### config.mk
export PLATFORM = sky130hd
export DESIGN_NAME = ow_tx_sequencer
export DESIGN_NICKNAME = d
export VERILOG_FILES = /design/src/rtl/ow_pkg.sv /design/src/rtl/ow_tick_counter.sv /design/src/rtl/ow_tx_sequencer.sv
export SDC_FILE = /design/constraint.sdc
export NUM_CORES = 1
export LEC_CHECK = 0
export CAP_MARGIN = 5
export CORE_MARGIN = 3
export CORE_UTILIZATION = 30
export CTS_BUF_LIST = sky130_fd_sc_hd__clkbuf_8 sky130_fd_sc_hd__clkbuf_16
export CTS_CLUSTER_DIAMETER = 50
export DETAILED_ROUTE_END_ITERATION = 10
export DONT_BUFFER_PORTS = 1
export SYNTH_ARGS = -nofsm -noshare
export SYNTH_HDL_FRONTEND = slang
export SYNTH_SLANG_ARGS = --single-unit
### constraint.sdc
create_clock -name clk -period 5.9 [get_ports clk]
set_clock_uncertainty 0.1 [all_clocks]
set_input_delay 1.18 -clock clk [delete_from_list [all_inputs] [get_ports clk]]
set_output_delay 1.18 -clock clk [all_outputs]
set_load 0.005 [all_outputs]
### src/rtl/ow_pkg.sv
`timescale 1ns/1ps
// ow_pkg: shared widths, default 1-wire timing and the sequencer state encoding.
package ow_pkg;

  localparam int ADDR_W = 5;
  localparam int DATA_W = 8;
  localparam int CNT_W  = 16;
  localparam int BCNT_W = 6;

  localparam int DEF_T_SLOT    = 3500;
  localparam int DEF_T_LOW1    = 300;
  localparam int DEF_T_LOW0    = 3000;
  localparam int DEF_T_RST_LOW = 24000;
  localparam int DEF_T_PRES    = 3500;
  localparam int DEF_T_RST_TOT = 48000;
  localparam int DEF_T_RD_TO   = 15;

  typedef enum logic [3:0] {
    IDLE,
    RST_LOW,
    RST_WAIT,
    FETCH,
    WAIT_DATA,
    SLOT_LOW,
    SLOT_REL,
    NEXT,
    FINISH
  } ow_state_t;

  // A state that must last N cycles loads the tick counter with N-1 on entry
  // and leaves on the cycle the counter reads zero.
  function automatic logic [CNT_W-1:0] ticksToLoad(input int cycles);
    return CNT_W'(cycles - 1);
  endfunction

endpackage

### src/rtl/ow_tick_counter.sv
`timescale 1ns/1ps
// ow_tick_counter: loadable down-counter that times every sequencer interval.
module ow_tick_counter
  import ow_pkg::*;
#(
  parameter int W = CNT_W
) (
  input  logic         clk,
  input  logic         reset,
  input  logic         i_load,
  input  logic [W-1:0] i_value,
  output logic [W-1:0] o_value,
  output logic         o_zero
);

  logic [W-1:0] r_count;

  // Load takes priority; otherwise count down and rest at zero.
  always_ff @(posedge clk) begin
    if (reset) begin
      r_count <= '0;
    end else if (i_load) begin
      r_count <= i_value;
    end else if (r_count != '0) begin
      r_count <= r_count - W'(1);
    end
  end

  assign o_value = r_count;
  assign o_zero  = (r_count == '0);

endmodule

### src/rtl/ow_tx_sequencer.sv
`timescale 1ns/1ps
// ow_tx_sequencer: optional bus reset/presence check, then streams bytes
// fetched from a memory onto the 1-wire line as LSB-first write slots.
module ow_tx_sequencer
  import ow_pkg::*;
#(
  parameter int T_SLOT    = DEF_T_SLOT,
  parameter int T_LOW1    = DEF_T_LOW1,
  parameter int T_LOW0    = DEF_T_LOW0,
  parameter int T_RST_LOW = DEF_T_RST_LOW,
  parameter int T_PRES    = DEF_T_PRES,
  parameter int T_RST_TOT = DEF_T_RST_TOT,
  parameter int T_RD_TO   = DEF_T_RD_TO
) (
  input  logic              clk,
  input  logic              reset,
  input  logic              start,
  input  logic              with_reset,
  input  logic [ADDR_W-1:0] start_addr,
  input  logic [BCNT_W-1:0] byte_count,
  output logic [ADDR_W-1:0] read_address,
  output logic              read_en,
  input  logic [DATA_W-1:0] data_out,
  input  logic              data_dv,
  input  logic              dq_in,
  output logic              dq_pull_low,
  output logic              busy,
  output logic              done,
  output logic              presence_err,
  output logic              read_err
);

  localparam logic [CNT_W-1:0] L_RST_LOW  = ticksToLoad(T_RST_LOW);
  localparam logic [CNT_W-1:0] L_RST_WAIT = ticksToLoad(T_RST_TOT - T_RST_LOW);
  localparam logic [CNT_W-1:0] L_PRES_AT  = ticksToLoad(T_RST_TOT - T_RST_LOW - T_PRES);
  localparam logic [CNT_W-1:0] L_RD_TO    = ticksToLoad(T_RD_TO);
  localparam logic [CNT_W-1:0] L_LOW1     = ticksToLoad(T_LOW1);
  localparam logic [CNT_W-1:0] L_LOW0     = ticksToLoad(T_LOW0);
  localparam logic [CNT_W-1:0] L_REL1     = ticksToLoad(T_SLOT - T_LOW1);
  localparam logic [CNT_W-1:0] L_REL0     = ticksToLoad(T_SLOT - T_LOW0);

  ow_state_t         r_state;
  ow_state_t         w_nextState;

  logic [ADDR_W-1:0] r_addr;
  logic [ADDR_W-1:0] w_nextAddr;
  logic [BCNT_W-1:0] r_remain;
  logic [BCNT_W-1:0] w_nextRemain;
  logic [DATA_W-1:0] r_shift;
  logic [2:0]        r_bitIdx;
  logic              r_presence;

  logic              r_dqMeta;
  logic              r_dqSync;

  logic [ADDR_W-1:0] r_readAddress;
  logic              r_readEn;
  logic              r_dqPullLow;
  logic              r_busy;
  logic              r_done;
  logic              r_presErr;
  logic              r_readErr;

  logic              w_accept;
  logic              w_capture;
  logic              w_advanceBit;
  logic              w_setPresErr;
  logic              w_setReadErr;
  logic              w_presSample;

  logic              w_cntLoad;
  logic [CNT_W-1:0]  w_cntLoadVal;
  logic [CNT_W-1:0]  w_cntValue;
  logic              w_cntZero;

  ow_tick_counter #(
    .W(CNT_W)
  ) u_tick (
    .clk     (clk),
    .reset   (reset),
    .i_load  (w_cntLoad),
    .i_value (w_cntLoadVal),
    .o_value (w_cntValue),
    .o_zero  (w_cntZero)
  );

  // Two-flop synchroniser for the asynchronous line level; idles high like the bus.
  always_ff @(posedge clk) begin
    if (reset) begin
      r_dqMeta <= 1'b1;
      r_dqSync <= 1'b1;
    end else begin
      r_dqMeta <= dq_in;
      r_dqSync <= r_dqMeta;
    end
  end

  assign w_presSample = (r_state == RST_WAIT) && (w_cntValue == L_PRES_AT);

  // Next-state decode, interval loads for the tick counter and address/count updates.
  always_comb begin
    w_nextState  = r_state;
    w_nextAddr   = r_addr;
    w_nextRemain = r_remain;
    w_cntLoad    = 1'b0;
    w_cntLoadVal = '0;
    w_accept     = 1'b0;
    w_capture    = 1'b0;
    w_advanceBit = 1'b0;
    w_setPresErr = 1'b0;
    w_setReadErr = 1'b0;

    unique case (r_state)
      IDLE: begin
        if (start) begin
          w_accept     = 1'b1;
          w_nextAddr   = start_addr;
          w_nextRemain = byte_count;
          if (with_reset) begin
            w_nextState  = RST_LOW;
            w_cntLoad    = 1'b1;
            w_cntLoadVal = L_RST_LOW;
          end else if (byte_count != '0) begin
            w_nextState = FETCH;
          end else begin
            w_nextState = FINISH;
          end
        end
      end

      RST_LOW: begin
        if (w_cntZero) begin
          w_nextState  = RST_WAIT;
          w_cntLoad    = 1'b1;
          w_cntLoadVal = L_RST_WAIT;
        end
      end

      RST_WAIT: begin
        if (w_cntZero) begin
          if (!r_presence) begin
            w_nextState  = FINISH;
            w_setPresErr = 1'b1;
          end else if (r_remain != '0) begin
            w_nextState = FETCH;
          end else begin
            w_nextState = FINISH;
          end
        end
      end

      FETCH: begin
        w_nextState  = WAIT_DATA;
        w_cntLoad    = 1'b1;
        w_cntLoadVal = L_RD_TO;
      end

      WAIT_DATA: begin
        if (data_dv) begin
          w_capture    = 1'b1;
          w_nextState  = SLOT_LOW;
          w_cntLoad    = 1'b1;
          w_cntLoadVal = data_out[0] ? L_LOW1 : L_LOW0;
        end else if (w_cntZero) begin
          w_nextState  = FINISH;
          w_setReadErr = 1'b1;
        end
      end

      SLOT_LOW: begin
        if (w_cntZero) begin
          w_nextState  = SLOT_REL;
          w_cntLoad    = 1'b1;
          w_cntLoadVal = r_shift[0] ? L_REL1 : L_REL0;
        end
      end

      SLOT_REL: begin
        if (w_cntZero) begin
          if (r_bitIdx == 3'd7) begin
            w_nextState = NEXT;
          end else begin
            w_nextState  = SLOT_LOW;
            w_advanceBit = 1'b1;
            w_cntLoad    = 1'b1;
            w_cntLoadVal = r_shift[1] ? L_LOW1 : L_LOW0;
          end
        end
      end

      NEXT: begin
        w_nextAddr   = r_addr + ADDR_W'(1);
        w_nextRemain = r_remain - BCNT_W'(1);
        if (r_remain > BCNT_W'(1)) begin
          w_nextState = FETCH;
        end else begin
          w_nextState = FINISH;
        end
      end

      FINISH: begin
        w_nextState = IDLE;
      end

      default: begin
        w_nextState = IDLE;
      end
    endcase
  end

  // State register plus the datapath that the decode above steers.
  always_ff @(posedge clk) begin
    if (reset) begin
      r_state    <= IDLE;
      r_addr     <= '0;
      r_remain   <= '0;
      r_shift    <= '0;
      r_bitIdx   <= '0;
      r_presence <= 1'b0;
    end else begin
      r_state  <= w_nextState;
      r_addr   <= w_nextAddr;
      r_remain <= w_nextRemain;
      if (w_capture) begin
        r_shift  <= data_out;
        r_bitIdx <= '0;
      end else if (w_advanceBit) begin
        r_shift  <= r_shift >> 1;
        r_bitIdx <= r_bitIdx + 3'd1;
      end
      if (w_accept) begin
        r_presence <= 1'b0;
      end else if (w_presSample) begin
        r_presence <= ~r_dqSync;
      end
    end
  end

  // Outputs are registered from the next state so the bus line never glitches.
  always_ff @(posedge clk) begin
    if (reset) begin
      r_readAddress <= '0;
      r_readEn      <= 1'b0;
      r_dqPullLow   <= 1'b0;
      r_busy        <= 1'b0;
      r_done        <= 1'b0;
      r_presErr     <= 1'b0;
      r_readErr     <= 1'b0;
    end else begin
      r_readEn    <= (w_nextState == FETCH);
      r_dqPullLow <= (w_nextState == RST_LOW) || (w_nextState == SLOT_LOW);
      r_busy      <= (w_nextState != IDLE);
      r_done      <= (w_nextState == FINISH);
      if (w_nextState == FETCH) begin
        r_readAddress <= w_nextAddr;
      end
      if (w_accept) begin
        r_presErr <= 1'b0;
        r_readErr <= 1'b0;
      end else begin
        if (w_setPresErr) begin
          r_presErr <= 1'b1;
        end
        if (w_setReadErr) begin
          r_readErr <= 1'b1;
        end
      end
    end
  end

  assign read_address = r_readAddress;
  assign read_en      = r_readEn;
  assign dq_pull_low  = r_dqPullLow;
  assign busy         = r_busy;
  assign done         = r_done;
  assign presence_err = r_presErr;
  assign read_err     = r_readErr;

endmodule

### Yosys cells after proc, flatten, opt, wreduce, memory -nomap -nowiden

Index checks and enable logic that the tools add are counted.

| cells by class | value |
|---|---|
| multiply operators | 0 |
| add/sub/neg operators | 4 |
| order comparisons | 1 |
| divide/modulo/power cells | 0 |
| bitwise logic cells | 1 |
| multiplexer cells | 49 |
| reductions and logical operators | 15 |
| shift operators | 0 |
| equality and inequality tests | 14 |

Operators with widths:

| cell | number |
|---|---|
| $pmux W15 S6 | 1 |
| $mux W12 | 7 |
| $mux W4 | 12 |
| $mux W15 | 3 |
| $mux W16 | 2 |
| $pmux W4 S8 | 1 |
| $eq A4 B3 Y1 const B | 5 |
| $eq A16 B15 Y1 const B | 1 |
| $logic_not A16 Y1 | 1 |
| $mux W8 | 2 |
| $reduce_bool A16 Y1 | 1 |
| $sub A16 B1 Y16 const B | 1 |
| $mux W1 | 15 |
| $eq A4 B2 Y1 const B | 3 |
| $pmux W6 S2 | 1 |
| $reduce_bool A6 Y1 | 2 |
| $pmux W5 S2 | 1 |
| $eq A4 B1 Y1 const B | 2 |
| $gt A6 B1 Y1 const B | 1 |
| $mux W6 | 1 |
| $reduce_bool A2 Y1 | 3 |
| $reduce_or A2 Y1 | 3 |
| $sub A6 B1 Y6 const B | 1 |
| $add A5 B1 Y5 const B | 1 |
| other kinds (13) | 13 |

| word-level totals | value |
|---|---|
| memories kept | 0 |
| latch bits | 0 |
| input bits | 25 |
| output and inout port bits | 11 |
| word-level logic and storage cells | 100 |
| bits in registers | 56 |
| RAM bits | 0 |
| bits in read-only memories | 0 |

### Longest topological paths before layout

Gate-level depths: netlist of run 1.

| depth | value |
|---|---|
| depth in word-level cells | 7 |
| mapped depth | 10 |
| mapped depth without buffers | 9 |

### Hierarchy

Synthesis of run 1 repeated with hierarchy kept, for this count alone.

| unflattened totals | value |
|---|---|
| cells, all modules | 371 |
| area total of the unflattened synthesis | 3135.5 µm² |

Modules (own cells, without submodules):

| module | area each (µm²) | instances | sequential area each (µm²) | cells each |
|---|---|---|---|---|
| ow_tx_sequencer | 2170.8 | 1 | 800.8 | 255 |
| ow_tick_counter | 964.7 | 1 | 320.3 | 116 |

### Worst setup path after synthesis of run 1

No wires, ideal clock.

| timing path | value |
|---|---|
| path kind | input port to flip-flop |
| start point | in byte_count[4] |
| end point | reg r_readAddress[0] (netlist: read_address[0]) |
| buffers on the path | 0 |
| data required time | 5679 ps |
| setup time | 121 ps |
| arrival | 2935 ps |
| setup slack | 2745 ps |
| stages on the path | 5 |
| cells stage by stage | or4_1 or4_1 a311oi_2 nor2_4 mux2_2 |

| between the ends | value |
|---|---|
| cells in the longest elaborated chain, start to end | 6 |

Ends and longest elaborated chain:

| item | RTL line | source |
|---|---|---|
| start, declared | ow_tx_sequencer.sv:20 | `input logic [BCNT_W-1:0] byte_count,` |
| $reduce_bool A6 Y1 | ow_tx_sequencer.sv:123 | `end else if (byte_count != '0) begin` |
| $mux W4 | ow_tx_sequencer.sv:123 |  |
| $mux W4 | ow_tx_sequencer.sv:119 | `if (with_reset) begin` |
| $mux W4 | ow_tx_sequencer.sv:115 | `if (start) begin` |
| $pmux W4 S8 | ow_tx_sequencer.sv:113 | `unique case (r_state)` |
| $eq A4 B2 Y1 | ow_tx_sequencer.sv:254 | `if (w_nextState == FETCH) begin` |
| end signal, assigned | ow_tx_sequencer.sv:255 | `r_readAddress <= w_nextAddr;` |
| end, declared | ow_tx_sequencer.sv:56 | `logic [ADDR_W-1:0] r_readAddress;` |

No other way between the ends.
A chain may end at the register's enable or synchronous reset.

### Final worst setup path of run 1

| timing path | value |
|---|---|
| start point | reg u_tick.r_count[1] (netlist: u_tick.o_value[1]) |
| end point | reg r_readAddress[4] (netlist: read_address[4]) |

| between the ends | value |
|---|---|
| cells in the longest elaborated chain, start to end | 5 |
| elaborated cells between the ends (all ways) | 9 |
| classes of those cells | 1 x eq/ne; 7 x mux; 1 x reduce/logical |

Ends and longest elaborated chain:

| item | RTL line | source |
|---|---|---|
| start, declared | ow_tick_counter.sv:16 | `logic [W-1:0] r_count;` |
| start signal, assigned | ow_tick_counter.sv:23 | `r_count <= i_value;` |
| start signal, assigned | ow_tick_counter.sv:25 | `r_count <= r_count - W'(1);` |
| $logic_not A16 Y1 * | ow_tick_counter.sv:30 | `assign o_zero = (r_count == '0);` |
| $mux W4 | ow_tx_sequencer.sv:164 | `end else if (w_cntZero) begin` |
| $mux W4 | ow_tx_sequencer.sv:159 | `if (data_dv) begin` |
| $pmux W4 S8 * | ow_tx_sequencer.sv:113 |  |
| $eq A4 B2 Y1 * | ow_tx_sequencer.sv:254 |  |

Mark *: on every way between the ends. The rest lies on a longest branch, timed or not.

==> results by group, run 1 <==
Run status
  • Status: complete, no violations

Floorplanning
  • Initial core utilization: 31.7%
  • Die Ht: 103 um
  • Die Wd: 103 um
  • I/O Pins: 36
  • Full die area: 10600 um^2
  • Core ar.: 8930 um^2
  • Row count: 34

GRT
  • Antenna violations before repair: 0
  • Global-route wire length before repair: 11500 um
  • Vias in the first global route: 2304
  • Total global routing overflow: 0
  • Largest net degree at the start of global routing: 45
  • GR Util All Layers: 13.5%

Synth
  • Post-Syn Instances: 338
  • Post-synthesis register bit count: 56
  • Syn avg cell area: 8.38 um^2
  • Most common cell in the netlist: dfxtp_1
  • Most used DFF post-synth: dfxtp_1
  • Share of the synthesized area in the top cell type: 39.6%
  • Async set-or-reset flop fraction in the synthesized netlist: 0%
  • Cell taking the most area after synthesis: dfxtp_1
  • Yosys warns: 0
  • Synthesized Nets: 370
  • Sequential fraction of the synthesis area: 39.6%
  • Yosys cell types: 58
  • EDFF count, synth: 0
  • Synth cell count leaders: 56 x dfxtp_1, 38 x nor2_1, 31 x nand2_1
  • Area contributors post-synth: dfxtp_1 40%, a21oi_1 5.1%, nor2_1 5.0%
  • Cell Area, Synth: 2830 um^2

Clocking
  • Clk root buf: clkbuf_8
  • Worst skew pair latency: 0.31 ns
  • CTS tree: done
  • Post-cts repair resize count: 0
  • Clock tree sinks: 56
  • Clock Path Buffers: 2
  • Setup bufs post-CTS: 0
  • H-tree lvl count: 2
  • # hold bufs at CTS: 0
  • CTS Buf Count: 5
  • Clock Pin Slew Worst Setup and Hold Paths: 0.10 ns

Critical path
  • Arr. time, crit path: 3.30 ns
  • CP endpoint kind: register
  • Crit path launch type: register
  • Crit path max fanout: 10
  • WP data required: 6.00 ns
  • Setup CP Type: reg2reg

STA
  • Max-slew headroom: 54.7%
  • Slew Viols, Final: 0
  • Setup_tns: 0 ns
  • RSZ-0062 raised after global routing: false
  • Worst-Margin Slew: 0.675 ns
  • Max Freq: 0.312 GHz
  • Fin. Hold Viols: 0
  • Fin crit period: 3.20 ns
  • Post-route setup slack: 2.70 ns
  • Final setup viols: 0
  • Final period utilization: 54.3%

Power and ir drop
  • Sequential Power Share: 42.5%
  • Power per cell area: 425 nW/um^2
  • Psw: 478 uW
  • Worst ir drop on vdd: 0.124 mV
  • Logic pwr share: 38.1%
  • Clock power frac: 19.5%
  • Pleak: 0.00108 uW
  • Sw frac: 37.3%
  • Internal power: 802 uW

Route
  • Post-route ant nets: 0
  • Initial DRC Count: 140
  • Drt first pass iters: 4
  • Vias: 2380
  • Routed WL: 6720 um
  • DR vias/cell: 5.45
  • WL/cell: 15.4 um
  • DRC Markers: 0

Flow run
  • # Max-Cap Violations: 0

Placed design
  • Routability Congestion: 0.815
  • Pre-CTS WS: 2.61 ns
  • HPWL after DPL: 4920 um
  • PortBufs: 0

Cells and area
  • Antenna Cells: 0
  • Layout cells sized above 1: 9.73%
  • Nets@finish: 360
  • Core Util, Final: 33.8%
  • Filler instances: 956
  • Storage cell area: 1120 um^2
  • Multi-input logic area: 1610 um^2
  • Synthesis-to-layout area growth: 6.40%

Min path
  • Hold/Removal Path Class: reg2reg
==> state kept, by name (all words and copies together), names as in the netlist <==
register and count:
u_tick.o_value 16, busy 1, dq_pull_low 1, done 1, read_address 5, r_dqSync 1
r_state 4, r_presence 1, r_dqMeta 1, r_addr 5, read_en 1, read_err 1
presence_err 1, r_shift 8, r_bitIdx 3, r_remain 6
==> worst max-delay path: stages (launching register included) <==
cell and delay, ns:
dfxtp_1 0.36, inv_1 0.09, ha_1 0.22, or4b_1 0.51, or4_4 0.52, or3_1 0.35
a41oi_2 0.27, nand3b_2 0.14, nor2_4 0.20, mux2_2 0.35
==> path summary, 6_finish.rpt <==
kind,from,to,slack [ns],cells after the start
setup / recovery,u_tick.o_value[1],read_address[4],2.70,9
hold / removal,r_dqMeta,r_dqSync,0.32,1
setup reg to reg,u_tick.o_value[1],read_address[4],2.70,9
hold reg to reg,r_dqMeta,r_dqSync,0.32,1
==> power by group through the flow <==
stage | logic (uW) | clock network, uW | registers (uW)
after floorplan | 420 | 0 | 521
after global placement | 479 | 0 | 550
after detailed placement | 485 | 0 | 552
after CTS | 489 | 260 | 543
after global routing | 554 | 273 | 557
final | 488 | 249 | 544
==> layout make-up <==
| class | instances | share of cell area, % |
|---|---|---|
| Sequential cell | 56 | 37.2 |
| Clock inverter | 3 | 1.41 |
| Timing Repair Buffer | 2 | 0.498 |
| Clock buffer | 5 | 2.28 |
| Multi-Input combinational cell | 257 | 53.4 |
| Tap cell | 108 | 4.48 |
| Inverter | 6 | 0.747 |
==> placed cells by master (no fill, tap or decap), types with 3 or more instances in the layout <==
| cell type | synthesis | layout |
|---|---|---|
| a21oi_1 | 29 | 29 |
| a22oi_1 | 3 | 3 |
| a311oi_1 | 6 | 6 |
| a31oi_1 | 4 | 4 |
| and2_1 | 4 | 4 |
| and3_1 | 3 | 3 |
| clkbuf_8 | 0 | 5 |
| dfxtp_1 | 56 | 56 |
| ha_1 | 7 | 7 |
| inv_1 | 6 | 6 |
| mux2_2 | 5 | 5 |
| nand2_1 | 31 | 31 |
| nand3_1 | 11 | 11 |
| nor2_1 | 38 | 38 |
| nor2b_1 | 7 | 7 |
| nor3_1 | 18 | 18 |
| nor3b_1 | 3 | 3 |
| nor4_1 | 8 | 8 |
| o21ai_0 | 10 | 10 |
| or2_2 | 4 | 4 |
| or3_1 | 5 | 5 |
| or4_1 | 4 | 4 |
| or4_4 | 3 | 3 |
| xnor2_1 | 4 | 4 |
| xor2_1 | 9 | 9 |
==> cells by family (layout without fill, tap and decap cells) <==
| family | Yosys count | in the layout | synth area share (%) |
|---|---|---|---|
| xor gates and xnor gates | 13 | 13 | 4.02 |
| buffers and inverters | 25 | 16 | 3.62 |
| DFF | 56 | 56 | 39.6 |
| AOI/OAI and AO/OA | 77 | 77 | 18.3 |
| and+or+nand+nor | 153 | 153 | 28.7 |
| muxes | 7 | 7 | 2.69 |
| adders and majority gates | 7 | 7 | 3.09 |
==> metal layers <==
| metal | share of wire (%) | track usage (%) | wire (um) |
|---|---|---|---|
| met1 | 47 | 18.9 | 3180 |
| met3 | 4.1 | 3.09 | 278 |
| met2 | 47 | 21.1 | 3160 |
| met4 | 1.7 | 3.78 | 111 |
| met5 | 0 | 0 | 0 |
==> per-stage QoR <==
stage | power [uW] | instances | hold WS, ns | instance area (um^2)
4_1_cts | 1290 | 437 | 0.321 | 3020
5_1_grt | 1380 | 437 | 0.336 | 3020
6_report | 1280 | 437 | 0.316 | 3020
3_3_place_gp | 1030 | 429 | 0.297 | 2900
3_5_place_dp | 1040 | 429 | 0.296 | 2900
2_1_floorplan | 940 | 338 | 0.289 | 2830
(Power assumes the default switching activity.)
==> inputs of run 2 (changes only) <==
- clock period: 5.9 -> 3.1 ns (I/O delays scaled with it)
==> results by group, run 2 (synthesis results as in run 1) <==
Power and ir drop
  • Logic pwr share: 42.0% (+3.9 points)
  • Sw frac: 37.8% (+0.51 points)
  • Worst ir drop on vdd: 0.261 mV (+110%)
  • Psw: 929 uW (+94%)
  • Pleak: 0.00112 uW (+4.5%)
  • Clock power frac: 16.3% (-3.2 points)
  • Sequential Power Share: 41.7% (-0.8 points)
  • Power per cell area: 793 nW/um^2 (+87%)
  • Internal power: 1530 uW (+90%)

Critical path
  • CP Launch Point: u_tick.o_value[1]
  • R2r startpoint: u_tick.o_value[1]
  • Setup CP Type: reg2reg
  • Crit path launch type: register
  • Crit path max fanout: 5 (-5)
  • CP endpoint kind: register
  • Arr. time, crit path: 3.07 ns (-0.23 ns)
  • WP data required: 3.20 ns (-2.80 ns)

Clocking
  • CTS tree: done
  • Post-cts repair resize count: 0 (unchanged)
  • # hold bufs at CTS: 0 (unchanged)
  • Clk root buf: clkbuf_8
  • Clock tree sinks: 56 (unchanged)
  • Worst skew pair latency: 0.31 ns (about the same)
  • Setup bufs post-CTS: 0 (unchanged)
  • CTS Buf Count: 5 (unchanged)
  • Clock Pin Slew Worst Setup and Hold Paths: 0.09 ns (about the same)
  • Clock Path Buffers: 2 (unchanged)
  • H-tree lvl count: 2 (unchanged)

Cells and area
  • Layout cells sized above 1: 12.2% (+2.4 points)
  • Antenna Cells: 0 (unchanged)
  • Most common cell after layout, fill and taps aside: dfxtp_1
  • Synthesis-to-layout area growth: 9.27%
  • Nets@finish: 368 (+2.2%)
  • Most frequent cells in the layout: 56 x dfxtp_1, 38 x nor2_1, 31 x nand2_1
  • Finished Cell Area: 3100 um^2 (+2.7%)
  • Finished Layout Cells: 445 (+1.8%)
  • Max reg flops: 16 (unchanged)

Route
  • Post-route ant nets: 0 (unchanged)
  • WL/cell: 15.0 um (-2.3%)
  • Drt first pass iters: 4 (unchanged)
  • DRC Markers: 0 (unchanged)
  • Initial DRC Count: 190 (+36%)
  • DR vias/cell: 5.41 (-0.64%)
  • Routed WL: 6690 um (-0.49%)
  • Vias: 2408 (+1.2%)

Floorplanning
  • Row count: 34 (unchanged)
  • Core ar.: 8930 um^2 (unchanged)
  • Initial core utilization: 31.7% (unchanged)
  • Full die area: 10600 um^2 (unchanged)
  • I/O Pins: 36 (unchanged)
  • Die Ht: 103 um (unchanged)
  • Die Wd: 103 um (unchanged)

Placed design
  • PortBufs: 0 (unchanged)
  • Placed cell areas: 2960 um^2 (+2.1%)
  • HPWL after DPL: 4870 um (-1.0%)
  • Inst Count DP: 437 (+1.9%)
  • Routability Congestion: 0.824 (+1.2%)

STA
  • Final period utilization: 96.0% (+42 points)
  • Max-slew headroom: 47.2% (-7.5 points)
  • Final setup viols: 0 (unchanged)
  • Fin. Hold Viols: 0 (unchanged)
  • Max Freq: 0.336 GHz (+7.5%)
  • Slew Viols, Final: 0 (unchanged)
  • Fin crit period: 2.98 ns (-0.225 ns)
  • Worst-Margin Slew: 0.786 ns (+0.111 ns)

Min path
  • HP Start: reset
  • Hold/Removal Path Class: in2reg

GRT
  • Largest net degree at the start of global routing: 45 (unchanged)
  • Total global routing overflow: 0 (unchanged)
  • Global-route wire length before repair: 11300 um (-2.1%)
  • Antenna violations before repair: 0 (unchanged)
  • GR Util All Layers: 13.2% (-0.35 points)
  • Vias in the first global route: 2345 (+1.8%)

Flow run
  • # Max-Cap Violations: 0 (unchanged)

Run status
  • Status: complete, no violations
-- run 2: cell types whose count changed in the layout (fill, tap and decap cells not counted), sizes merged --
cell      change
clkinvlp      -1
inv           +2
clkbuf        +1
clkinv        -1
bufinv        -1
buf           +8
-- run 2: path summary, 6_finish.rpt --
kind | cells after the start | slack, ns | to
setup reg to reg | 9 | 0.12 | read_address[1]
hold reg to reg | 1 | 0.32 | r_dqSync
hold / removal | 1 | 0.29 | done
setup / recovery | 9 | 0.12 | read_address[1]
-- run 2: power by group through the flow --
stage	Combinational (uW)	Clock (uW)	Sequential (uW)
after floorplan	799	0	991
after global placement	957	0	1030
after detailed placement	966	0	1040
after CTS	974	414	1020
after global routing	1160	442	1050
final	1030	400	1020
-- run 2: stage by stage --
| step | worst slack (ns) | utilization [%] | setup TNS [ns] | power, uW | hold WS, ns |
|---|---|---|---|---|---|
| floorplan | 0.0892 | - | 0 | 1790 | 0.289 |
| global placement | 0.127 | 33.2 | 0 | 1990 | 0.299 |
| detailed placement | 0.0686 | 33.2 | 0 | 2010 | 0.305 |
| CTS | 0.0547 | 34.2 | 0 | 2410 | 0.269 |
| global route | -0.00848 | 34.7 | -0.0108 | 2650 | 0.269 |
| finish | 0.123 | 34.7 | 0 | 2450 | 0.292 |
-- run 2: worst max-delay path: stages (launching register included) --
cell and delay (ns):
dfxtp_1 0.32, inv_1 0.10, ha_4 0.16, or4b_4 0.48
or4_4 0.44, or3_1 0.36, a41oi_4 0.24, nand3b_4 0.12
nor2_4 0.21, mux2_2 0.35
-- run 2: area by class of cell --
type | count | area (um^2)
tap | 108 | 135
sequential | 56 | 1120
fill | 938 | 5840
clock buffer | 6 | 82.6
timing repair buffer | 10 | 75.1
clock inverter | 2 | 7.51
multi-input combinational | 257 | 1650
inverter | 6 | 22.5
-- run 2: routing by layer --
metal	wire (um)	vias up	track usage, %
met5	0	-	0
met4	73	0	3.19
met3	309	6	3.49
met2	3010	44	20.3
met1	3300	1138	18.5
li1	-	1220	-
==> inputs of run 3 (changes only) <==
- CORE_UTILIZATION: 30 -> 60
- PLACE_DENSITY: unset -> 0.76
==> results by group, run 3 (synthesis results as in run 1) <==
Cells and area
  • Finished Cell Area: 3060 um^2 (-1.1%)
  • Max reg flops: 16 (unchanged)
  • Most frequent cells in the layout: 55 x dfxtp_1, 38 x nor2_1, 31 x nand2_1
  • Most common cell after layout, fill and taps aside: dfxtp_1
  • Synthesis-to-layout area growth: 8.12%
  • Nets@finish: 375 (+1.9%)
  • Layout cells sized above 1: 14.8% (+2.7 points)
  • Core Util, Final: 68.9% (+34 points)
  • Antenna Cells: 0 (unchanged)

Route
  • Initial DRC Count: 180 (-5.3%)
  • Vias: 2495 (+3.6%)
  • Routed WL: 6340 um (-5.2%)
  • DR vias/cell: 6.30 (+16%)
  • DRC Markers: 0 (unchanged)
  • WL/cell: 16.0 um (+6.5%)
  • Drt first pass iters: 4 (unchanged)
  • Post-route ant nets: 0 (unchanged)

STA
  • Final setup viols: 0 (unchanged)
  • Worst-Margin Slew: 0.803 ns (+0.0166 ns)
  • Fin crit period: 3.00 ns (+0.0186 ns)
  • Max Freq: 0.334 GHz (-0.62%)
  • Fin. Hold Viols: 0 (unchanged)
  • Slew Viols, Final: 0 (unchanged)
  • Final period utilization: 96.6% (+0.60 points)
  • Max-slew headroom: 46.1% (-1.1 points)

GRT
  • Vias in the first global route: 2279 (-2.8%)
  • Total global routing overflow: 0 (unchanged)
  • Antenna violations before repair: 0 (unchanged)
  • Global-route wire length before repair: 10300 um (-8.9%)
  • GR Util All Layers: 23.7% (+10 points)
  • Largest net degree at the start of global routing: 45 (unchanged)

Clocking
  • Worst skew pair latency: 0.32 ns (about the same)
  • H-tree lvl count: 2 (unchanged)
  • CTS Buf Count: 5 (unchanged)
  • Clk root buf: clkbuf_8
  • Clock tree sinks: 56 (unchanged)
  • Clock Pin Slew Worst Setup and Hold Paths: 0.10 ns (about the same)
  • # hold bufs at CTS: 0 (unchanged)
  • CTS tree: done
  • Clock Path Buffers: 2 (unchanged)

Floorplanning
  • Core ar.: 4440 um^2 (-50%)
  • Row count: 24 (-29%)
  • Initial core utilization: 63.8% (+32 points)
  • Die Wd: 74.7 um (-28%)
  • Die Ht: 74.7 um (-28%)
  • Full die area: 5580 um^2 (-48%)
  • I/O Pins: 36 (unchanged)

Placed design
  • Routability Congestion: 0.851 (+3.2%)
  • HPWL after DPL: 4610 um (-5.3%)
  • Placed cell areas: 2930 um^2 (-1.1%)
  • PortBufs: 0 (unchanged)

Power and ir drop
  • Worst ir drop on vdd: 0.360 mV (+38%)
  • Design Power: 2500 uW (+2.1%)
  • Power per cell area: 817 nW/um^2 (+3.1%)
  • Pleak: 0.00115 uW (+2.3%)

Critical path
  • Crit path max fanout: 5 (unchanged)
  • Crit path launch type: register
  • WP data required: 3.21 ns (about the same)
  • Setup CP Type: reg2reg
  • CP endpoint kind: register
  • Arr. time, crit path: 3.10 ns (+0.03 ns)
  • FF-to-FF path depth: 9 (unchanged)

Min path
  • Hold/Removal Path Class: in2reg
  • Hold Crit Depth: 1 (unchanged)

Run status
  • Status: complete, no violations

Flow run
  • # Max-Cap Violations: 0 (unchanged)
## run 3: critical path: stages (launching register included)
cell	delay, ns
dfxtp_2	0.36
inv_2	0.07
ha_4	0.14
or4b_4	0.48
or4_4	0.43
or3_1	0.34
a41oi_2	0.29
nand3b_4	0.12
nor2_4	0.20
mux2_2	0.35
## run 3: worst paths after layout
kind | start | end | slack, ns
worst max register to register | u_tick.o_value[1] | read_address[3] | 0.10
worst min register to register | r_dqMeta | r_dqSync | 0.32
worst max-delay path | u_tick.o_value[1] | read_address[3] | 0.10
worst min-delay path | reset | u_tick.o_value[0] | 0.27
## run 3: report_power, final
group          internal [uW]  switching [uW]
sequential               872             146
combinational            512             566
clock                    163             246
total                   1550             958
## run 3: cell type report
class                           count  area, um^2
Multi-Input combinational cell    257        1640
Timing Repair Buffer               17         128
Sequential cell                    56        1120
Inverter                            6        22.5
Clock inverter                      3        22.5
Tap cell                           52        65.1
Fill cell                         379        1380
Clock buffer                        5        68.8
## run 3: per-layer routing
layer	GRT usage [%]	wire (um)	vias up
met1	31.7	2900	1180
met4	7.11	82	0
met5	0	0	-
met2	37.2	2960	65
li1	-	-	1241
met3	6.94	393	9
## run 3: repair_timing
| action | CTS | global route |
|---|---|---|
| resized for setup | 0 | 6 |
| pin swaps | 2 | 2 |
| setup buffers | 1 | 1 |
| setup endpoints to repair | 5 | 5 |
## run 3: per-stage QoR
stage | TNS (ns) | hold slack, ns | worst slack, ns | instances
final | 0 | 0.269 | 0.105 | 396
after global routing | -0.0417 | 0.243 | -0.0191 | 396
after CTS | 0 | 0.262 | 0.0290 | 395
after detailed placement | -0.000175 | 0.299 | -0.000175 | 386
after global placement | 0 | 0.298 | 0.103 | 386
after floorplan | 0 | 0.289 | 0.0892 | 338
